==> config.mk <==
export PLATFORM = sky130hd
export DESIGN_NAME = mem_ctrl_flat
export DESIGN_NICKNAME = d
export VERILOG_FILES = /design/src/rtl/mem_ctrl_pkg.sv /design/src/rtl/mem_ctrl_if.sv /design/src/rtl/mem_ctrl_array.sv /design/src/rtl/mem_ctrl.sv /design/src/flat_wrapper.sv
export SDC_FILE = /design/constraint.sdc
export NUM_CORES = 2
export LEC_CHECK = 0
export BUFFER_PORTS_ARGS = -buffer_cell sky130_fd_sc_hd__buf_4
export CORE_AREA = 2 2 426 428
export CTS_BUF_LIST = sky130_fd_sc_hd__clkbuf_8
export CTS_CLUSTER_SIZE = 30
export DETAILED_ROUTE_END_ITERATION = 16
export DIE_AREA = 0 0 428 430
export GPL_TIMING_DRIVEN = 0
export MAX_ROUTING_LAYER = met4
export PLACE_DENSITY_LB_ADDON = 0.3
export SLEW_MARGIN = 30
export SYNTH_ARGS = -nofsm -noshare
export SYNTH_HDL_FRONTEND = slang
export SYNTH_HIERARCHICAL = 1
export SYNTH_SLANG_ARGS = --single-unit
==> constraint.sdc <==
create_clock -name CLK -period 9.59 [get_ports CLK]
set_input_delay 0.959 -clock CLK [delete_from_list [all_inputs] [get_ports CLK]]
set_output_delay 0.959 -clock CLK [all_outputs]
set_load 0.02 [all_outputs]
==> src/rtl/mem_ctrl_pkg.sv <==
// mem_ctrl_pkg
//   Shared definitions for the wait-stated memory controller: default
//   geometry/timing constants, the FSM state encoding and an address range
//   helper used by both the controller and the storage array.
package mem_ctrl_pkg;

  localparam int DW_DEF    = 8;    // data/bus width
  localparam int AW_DEF    = 8;    // address width
  localparam int DEPTH_DEF = 256;  // implemented words
  localparam int WAIT_DEF  = 2;    // wait-state cycles per access
  localparam int CNT_W     = 4;    // wait counter holds 0..15

  // Controller FSM states.
  typedef enum logic [1:0] {
    ST_IDLE   = 2'd0,
    ST_WAIT   = 2'd1,
    ST_ACCESS = 2'd2,
    ST_DONE   = 2'd3
  } state_e;

  // Plain-vector copies of the encoding for the state register.
  localparam logic [1:0] S_IDLE   = ST_IDLE;
  localparam logic [1:0] S_WAIT   = ST_WAIT;
  localparam logic [1:0] S_ACCESS = ST_ACCESS;
  localparam logic [1:0] S_DONE   = ST_DONE;

  // True when the (zero-extended) address maps onto an implemented word.
  function automatic logic addr_ok(input logic [31:0] addr, input int unsigned depth);
    return (addr < depth);
  endfunction

endpackage

==> src/rtl/mem_ctrl_if.sv <==
// mem_ctrl_if
//   Processor-side bus/handshake bundle of the memory controller.
//   slave  modport : seen by mem_ctrl
//   master modport : seen by the processor (or a testbench)
//   Signals: bus_in/bus_out/bus_oe (shared bus), mar_in/mbr_in/mbr_out
//   (register strobes), enable/rnw (access start), mfc/busy/err (status),
//   mar_value/mbr_value (register observation).
interface mem_ctrl_if import mem_ctrl_pkg::*; #(
  parameter int DW = DW_DEF,
  parameter int AW = AW_DEF
);

  logic [DW-1:0] bus_in;
  logic [DW-1:0] bus_out;
  logic          bus_oe;
  logic          mar_in;
  logic          mbr_in;
  logic          mbr_out;
  logic          enable;
  logic          rnw;
  logic          mfc;
  logic          busy;
  logic          err;
  logic [AW-1:0] mar_value;
  logic [DW-1:0] mbr_value;

  modport slave (
    input  bus_in, mar_in, mbr_in, mbr_out, enable, rnw,
    output bus_out, bus_oe, mfc, busy, err, mar_value, mbr_value
  );

  modport master (
    output bus_in, mar_in, mbr_in, mbr_out, enable, rnw,
    input  bus_out, bus_oe, mfc, busy, err, mar_value, mbr_value
  );

endinterface

==> src/rtl/mem_ctrl_array.sv <==
// mem_array
//   Synchronous single-port storage, DW x DEPTH. One write port and one
//   registered read port sharing the address. Contents are never reset.
//   Ports: clk_i, we_i, addr_i, wdata_i, rdata_o (value of mem[addr_i]
//   sampled at the previous rising edge).
module mem_array import mem_ctrl_pkg::*; #(
  parameter int DW    = DW_DEF,
  parameter int AW    = AW_DEF,
  parameter int DEPTH = DEPTH_DEF
) (
  input  logic          clk_i,
  input  logic          we_i,
  input  logic [AW-1:0] addr_i,
  input  logic [DW-1:0] wdata_i,
  output logic [DW-1:0] rdata_o
);

  logic [DW-1:0] mem_q [DEPTH];
  logic [DW-1:0] rdata_q;

  // Write port (range-guarded) and registered read port.
  always_ff @(posedge clk_i) begin
    if (we_i && addr_ok(32'(addr_i), $unsigned(DEPTH))) begin
      mem_q[addr_i] <= wdata_i;
    end
    rdata_q <= mem_q[addr_i];
  end

  assign rdata_o = rdata_q;

endmodule

==> src/rtl/mem_ctrl.sv <==
// mem_ctrl
//   Wait-stated memory controller with MAR/MBR registers on a shared bus.
//   An enable in IDLE snapshots MAR, MBR and rnw; the access then runs
//   WAIT -> ACCESS -> DONE and reports completion with a one-cycle mfc
//   (and err for out-of-range addresses) in the cycle after DONE, which is
//   also the first cycle a new enable can be accepted.
//   Ports: CLK, RST (async, active-high), bus (mem_ctrl_if.slave).
module mem_ctrl import mem_ctrl_pkg::*; #(
  parameter int DW    = DW_DEF,
  parameter int AW    = AW_DEF,
  parameter int DEPTH = DEPTH_DEF,
  parameter int WAIT  = WAIT_DEF
) (
  input  logic       CLK,
  input  logic       RST,
  mem_ctrl_if.slave  bus
);

  localparam logic [CNT_W-1:0] WAIT_C = CNT_W'(WAIT);

  logic [1:0]       state_q, state_d;
  logic [CNT_W-1:0] cnt_q, cnt_d;
  logic [AW-1:0]    mar_q, mar_d;
  logic [DW-1:0]    mbr_q, mbr_d;
  logic [AW-1:0]    addr_q, addr_d;     // in-flight address
  logic [DW-1:0]    wdata_q, wdata_d;   // in-flight write data
  logic             rnw_q, rnw_d;
  logic             oor_q, oor_d;       // in-flight address out of range
  logic             mfc_q, mfc_d;
  logic             busy_q, busy_d;
  logic             err_q, err_d;

  logic             we_s;
  logic [DW-1:0]    rdata_s;

  mem_array #(
    .DW    (DW),
    .AW    (AW),
    .DEPTH (DEPTH)
  ) u_array (
    .clk_i   (CLK),
    .we_i    (we_s),
    .addr_i  (addr_q),
    .wdata_i (wdata_q),
    .rdata_o (rdata_s)
  );

  // Write strobe only in ACCESS, only for in-range writes; reset kills it at once.
  assign we_s = (state_q == S_ACCESS) && !rnw_q && !oor_q;

  // Next-state logic for the FSM, the bus registers and the status flags.
  always_comb begin
    state_d = state_q;
    cnt_d   = cnt_q;
    addr_d  = addr_q;
    wdata_d = wdata_q;
    rnw_d   = rnw_q;
    oor_d   = oor_q;

    // MAR/MBR always follow their strobes; the in-flight copies are separate.
    if (bus.mar_in) begin
      mar_d = bus.bus_in[AW-1:0];
    end else begin
      mar_d = mar_q;
    end
    if (bus.mbr_in) begin
      mbr_d = bus.bus_in;
    end else begin
      mbr_d = mbr_q;
    end

    case (state_q)
      S_IDLE: begin
        if (bus.enable) begin
          addr_d  = mar_q;
          wdata_d = mbr_q;
          rnw_d   = bus.rnw;
          oor_d   = !addr_ok(32'(mar_q), $unsigned(DEPTH));
          cnt_d   = WAIT_C;
          if (WAIT_C == 4'd0) begin
            state_d = S_ACCESS;
          end else begin
            state_d = S_WAIT;
          end
        end else begin
          state_d = S_IDLE;
        end
      end
      S_WAIT: begin
        cnt_d = cnt_q - 4'd1;
        // <= also catches a zero count so the FSM can never stall here
        if (cnt_q <= 4'd1) begin
          state_d = S_ACCESS;
        end else begin
          state_d = S_WAIT;
        end
      end
      S_ACCESS: begin
        state_d = S_DONE;
      end
      S_DONE: begin
        state_d = S_IDLE;
        // Read data arrives from the registered port now; it overrides any
        // mbr_in seen during the access.
        if (rnw_q) begin
          if (oor_q) begin
            mbr_d = '0;
          end else begin
            mbr_d = rdata_s;
          end
        end else begin
          mbr_d = mbr_d;
        end
      end
      default: begin
        state_d = S_IDLE;
      end
    endcase

    // Status is registered, so completion shows one cycle after DONE; busy
    // spans acceptance through that completion cycle.
    mfc_d  = (state_q == S_DONE);
    err_d  = (state_q == S_DONE) && oor_q;
    busy_d = (state_d != S_IDLE) || (state_q == S_DONE);
  end

  // State and output registers with asynchronous reset.
  always_ff @(posedge CLK or posedge RST) begin
    if (RST) begin
      state_q <= S_IDLE;
      cnt_q   <= 4'd0;
      mar_q   <= '0;
      mbr_q   <= '0;
      addr_q  <= '0;
      wdata_q <= '0;
      rnw_q   <= 1'b0;
      oor_q   <= 1'b0;
      mfc_q   <= 1'b0;
      busy_q  <= 1'b0;
      err_q   <= 1'b0;
    end else begin
      state_q <= state_d;
      cnt_q   <= cnt_d;
      mar_q   <= mar_d;
      mbr_q   <= mbr_d;
      addr_q  <= addr_d;
      wdata_q <= wdata_d;
      rnw_q   <= rnw_d;
      oor_q   <= oor_d;
      mfc_q   <= mfc_d;
      busy_q  <= busy_d;
      err_q   <= err_d;
    end
  end

  assign bus.bus_out   = mbr_q;
  assign bus.bus_oe    = bus.mbr_out;
  assign bus.mfc       = mfc_q;
  assign bus.busy      = busy_q;
  assign bus.err       = err_q;
  assign bus.mar_value = mar_q;
  assign bus.mbr_value = mbr_q;

endmodule
==> src/flat_wrapper.sv <==
// flat-port wrapper written by rule: the top's interface ports become plain ports
module mem_ctrl_flat import mem_ctrl_pkg::*;
#(
  parameter int DW    = DW_DEF,
  parameter int AW    = AW_DEF,
  parameter int DEPTH = DEPTH_DEF,
  parameter int WAIT  = WAIT_DEF
)
  (CLK, RST, bus_bus_in, bus_mar_in, bus_mbr_in, bus_mbr_out, bus_enable, bus_rnw, bus_bus_out, bus_bus_oe, bus_mfc, bus_busy, bus_err, bus_mar_value, bus_mbr_value);
  mem_ctrl_if #(.DW(DW), .AW(AW)) bus_i ();
  input  logic CLK;
  input  logic RST;
  input wire logic [$bits(bus_i.bus_in)-1:0] bus_bus_in;
  input wire logic [$bits(bus_i.mar_in)-1:0] bus_mar_in;
  input wire logic [$bits(bus_i.mbr_in)-1:0] bus_mbr_in;
  input wire logic [$bits(bus_i.mbr_out)-1:0] bus_mbr_out;
  input wire logic [$bits(bus_i.enable)-1:0] bus_enable;
  input wire logic [$bits(bus_i.rnw)-1:0] bus_rnw;
  output wire logic [$bits(bus_i.bus_out)-1:0] bus_bus_out;
  output wire logic [$bits(bus_i.bus_oe)-1:0] bus_bus_oe;
  output wire logic [$bits(bus_i.mfc)-1:0] bus_mfc;
  output wire logic [$bits(bus_i.busy)-1:0] bus_busy;
  output wire logic [$bits(bus_i.err)-1:0] bus_err;
  output wire logic [$bits(bus_i.mar_value)-1:0] bus_mar_value;
  output wire logic [$bits(bus_i.mbr_value)-1:0] bus_mbr_value;
  assign bus_i.bus_in = bus_bus_in;
  assign bus_i.mar_in = bus_mar_in;
  assign bus_i.mbr_in = bus_mbr_in;
  assign bus_i.mbr_out = bus_mbr_out;
  assign bus_i.enable = bus_enable;
  assign bus_i.rnw = bus_rnw;
  assign bus_bus_out = bus_i.bus_out;
  assign bus_bus_oe = bus_i.bus_oe;
  assign bus_mfc = bus_i.mfc;
  assign bus_busy = bus_i.busy;
  assign bus_err = bus_i.err;
  assign bus_mar_value = bus_i.mar_value;
  assign bus_mbr_value = bus_i.mbr_value;
  mem_ctrl #(.DW(DW), .AW(AW), .DEPTH(DEPTH), .WAIT(WAIT)) u_core (.CLK(CLK), .RST(RST), .bus(bus_i));
endmodule
==> impl_metrics.env <==
export IMPL_area_growth_pct=13.6
export IMPL_required_ns=10.19
export IMPL_clk_insertion_delay_late_ns=1.05
export IMPL_overflow=0
export IMPL_final_setup_viol_count=0
export IMPL_slew_violations=0
export IMPL_numPortBuffers=38
export IMPL_critPathSlowestCell="clkbuf_1"
export IMPL_power_density_mw_per_mm2=303
export IMPL_netlist_area_mm2=0.0803
export IMPL_cts_tree="yes"
export IMPL_hold_class="in -> reg"
export IMPL_via_per_inst=6.11
export IMPL_cts_path_max_buffers=4
export IMPL_grt_usage_pct=24.1
export IMPL_worst_ir_drop_vdd_v=0.000209
export IMPL_fin_crit_ns=5.20
export IMPL_synth_distinct_cells=37
export IMPL_ios=43
export IMPL_hpwl_um=146000
export IMPL_grt_max_degree=69
export IMPL_cts_htree_levels=5
export IMPL_wirelength_um=217000
export IMPL_grt_pass1_wl_um=302000
export IMPL_rsz0062_at_grt="false"
export IMPL_drc=0
export IMPL_synth_area_per_cell_um2=21.8
export IMPL_slowest_delay_ns=0.80
export IMPL_p_leak_uw=0.0283
export IMPL_hold_viol=0
export IMPL_antenna_found_initial=10
export IMPL_path_cells="buf_2 -> clkbuf_1 -> clkbuf_1 -> nand2_1 -> buf_2 -> nor2_1 -> nand2_1 -> clkbuf_2 -> buf_16 -> nor2_1"
export IMPL_vias=41125
export IMPL_wl_per_cell_um=32.2
export IMPL_syn_inst=3684
export IMPL_die_area_mm2=0.184
export IMPL_first_iter_violations=5387
export IMPL_gp_congestion=0.922
export IMPL_reg2reg_depth=10
export IMPL_outcome="completed"
export IMPL_async_reset_ff_share_pct=1.96
export IMPL_critPathMaxFanout=10
export IMPL_ys_ff_latch=2097
export IMPL_synth_edf_count=2048
export IMPL_synth_warnings=6
export IMPL_nets=4144
export IMPL_cts_buffers=345
export IMPL_fin_crit_sh_pct=54.2
export IMPL_clock_skew_ns=0.103
export IMPL_rows=156
export IMPL_clock_fmax_mhz=192
export IMPL_cts_sinks=2097
export IMPL_hold_depth=2
export IMPL_ant_nets=0
export IMPL_end_kind="flop"
export IMPL_start_util_pct=44.7
export IMPL_die_y_um=430
export IMPL_dieWidth_um=428
export IMPL_clkTransAtPathRegs_ns=0.06
export IMPL_ys_seq_area_share_pct=78.1
export IMPL_cp_start_kind="flop"
export IMPL_cts_resized=0
export IMPL_syn_num_nets=3701
export IMPL_cp_arrival_ns=5.80
export IMPL_worst_slew_pin_slew_ns=1.15
export IMPL_max_cap_violations=0
export IMPL_synth_ff_type="edfxtp_1"
export IMPL_first_pass_iters=5
export IMPL_finalSetupTns_ns=0
export IMPL_slew_headroom_pct=22.6
export IMPL_fin_ws_ns=4.39
export IMPL_drive_gt1_share_pct=27.4
export IMPL_coreArea_mm2=0.180
export IMPL_cts_root_buf="clkbuf_8"
export IMPL_path_class="reg -> reg"
export IMPL_grt_pass1_vias=40881
export IMPL_dpl_worst_slack_ns=4.61
## flip-flops by register name (all words and copies together), names as in the netlist
name and flops:
u_core/addr_q 8, u_core/bus.busy 1, u_core/bus.bus_out 8, u_core/bus.mar_value 8, u_core/u_array/mem_q 2048, u_core/wdata_q 8, u_core/u_array/rdata_o 8, u_core/bus.mfc 1
u_core/rnw_q 1, u_core/state_q 2, u_core/cnt_q 4
## what timing repair did
item / in CTS / in global routing
buffers inserted: 0 / 0
hold endpoints to repair: 17 / 0
hold buffers: 1 / 0
## cell families after synthesis
kind of cell    Yosys count  synth area share [%]
compound gates          431                  3.66
fa+ha+maj                 2                0.0312
buf+inv                 254                  1.54
flops                  2097                  78.1
mux                     546                  14.8
other cells               1               0.00467
simple gates            353                  1.84
## area by class of cell
class / count / area [um^2]
fillers: 14135 / 88600
flip-flops and latches: 2097 / 62700
multi-input cells: 1333 / 16500
clock buffers: 362 / 4980
well taps: 2370 / 2970
repair buffers: 96 / 1640
plain buffers: 249 / 1260
clock inverters: 220 / 1050
inverters: 5 / 18.8
diodes: 3 / 7.51
## worst paths after layout
kind	from	to	slack [ns]
worst max-delay path	u_core/addr_q[1]	u_core/u_array/mem_q[191][1]	4.39
worst min-delay path	bus_bus_in[1]	u_core/bus.mar_value[1]	0.16
worst max register to register	u_core/addr_q[1]	u_core/u_array/mem_q[191][1]	4.39
worst min register to register	u_core/u_array/rdata_o[7]	u_core/bus.bus_out[7]	0.48
max in group asynchronous	RST	u_core/wdata_q[6]	8.55
min in group asynchronous	RST	u_core/wdata_q[0]	0.47
## through the flow
| step | area (um^2) | hold WS [ns] | utilization, % | total power, uW | instances |
|---|---|---|---|---|---|
| global route | 91200 | 0.115 | 50.7 | 28500 | 6735 |
| detailed placement | 85100 | 0.452 | 47.3 | 20700 | 6149 |
| finish | 91200 | 0.165 | 50.7 | 27700 | 6735 |
| global placement | 83500 | 0.450 | 46.5 | 20900 | 6092 |
| floorplan | 80300 | 0.410 | - | 17100 | 3684 |
| CTS | 91100 | 0.0621 | 50.7 | 27700 | 6732 |
## cell usage after synthesis, types with 2 or more instances
master	number	area share, %
nor2_1	236	1.1
mux2_2	26	0.36
a21oi_1	128	0.80
nand4_1	8	0.062
inv_1	5	0.023
and2_1	4	0.031
o41ai_1	33	0.36
buf_2	37	0.23
o21ai_0	9	0.056
nor2b_1	7	0.055
mux4_2	512	14
ha_1	2	0.031
nand3_1	14	0.087
mux2i_1	8	0.10
nor3_1	31	0.19
or2_2	2	0.016
buf_4	27	0.25
edfxtp_1	2048	77
nand2_1	38	0.18
a22oi_1	256	2.4
buf_6	17	0.24
buf_1	19	0.089
nand2b_1	7	0.055
dfxtp_1	8	0.20
or3_1	3	0.023
dfrtp_1	41	1.3
clkbuf_1	148	0.69
## per-layer routing
layer	vias to the layer above	GRT usage [%]	wire, um
met2	2375	35.9	101000
li1	16465	-	-
met3	431	5.62	23800
met5	-	-	0
met4	0	9.79	8890
met1	21854	32.3	83300
## critical path, delay by kind of cell (launching register included)
kind	cells	cell delay [ns]
AND/OR/NAND/NOR	4	1.52
buffers and inverters	6	2.86
flip-flops	1	0.34
## layout by cell type (no fill, tap or decap), drive strengths merged, types with 2 or more instances in the layout
cell	instances
o21ai	9
dfrtp	41
clkinv	94
clkinvlp	7
nand2b	7
edfxtp	2048
a22oi	256
nor3	31
mux4	512
or2	2
inv	118
nand2	38
clkbuf	511
mux2i	8
nor2b	7
ha	2
or3	3
o41ai	33
buf	195
nor2	236
nand4	8
dfxtp	8
and2	4
nand3	14
diode	3
mux2	26
a21oi	128
bufinv	6
## power breakdown
group	switching (uW)	internal [uW]
Clock	3410	3620
Sequential	307	11500
Combinational	5750	3080
Total	9470	18200
Note: power is estimated with default switching activity, not from simulation.
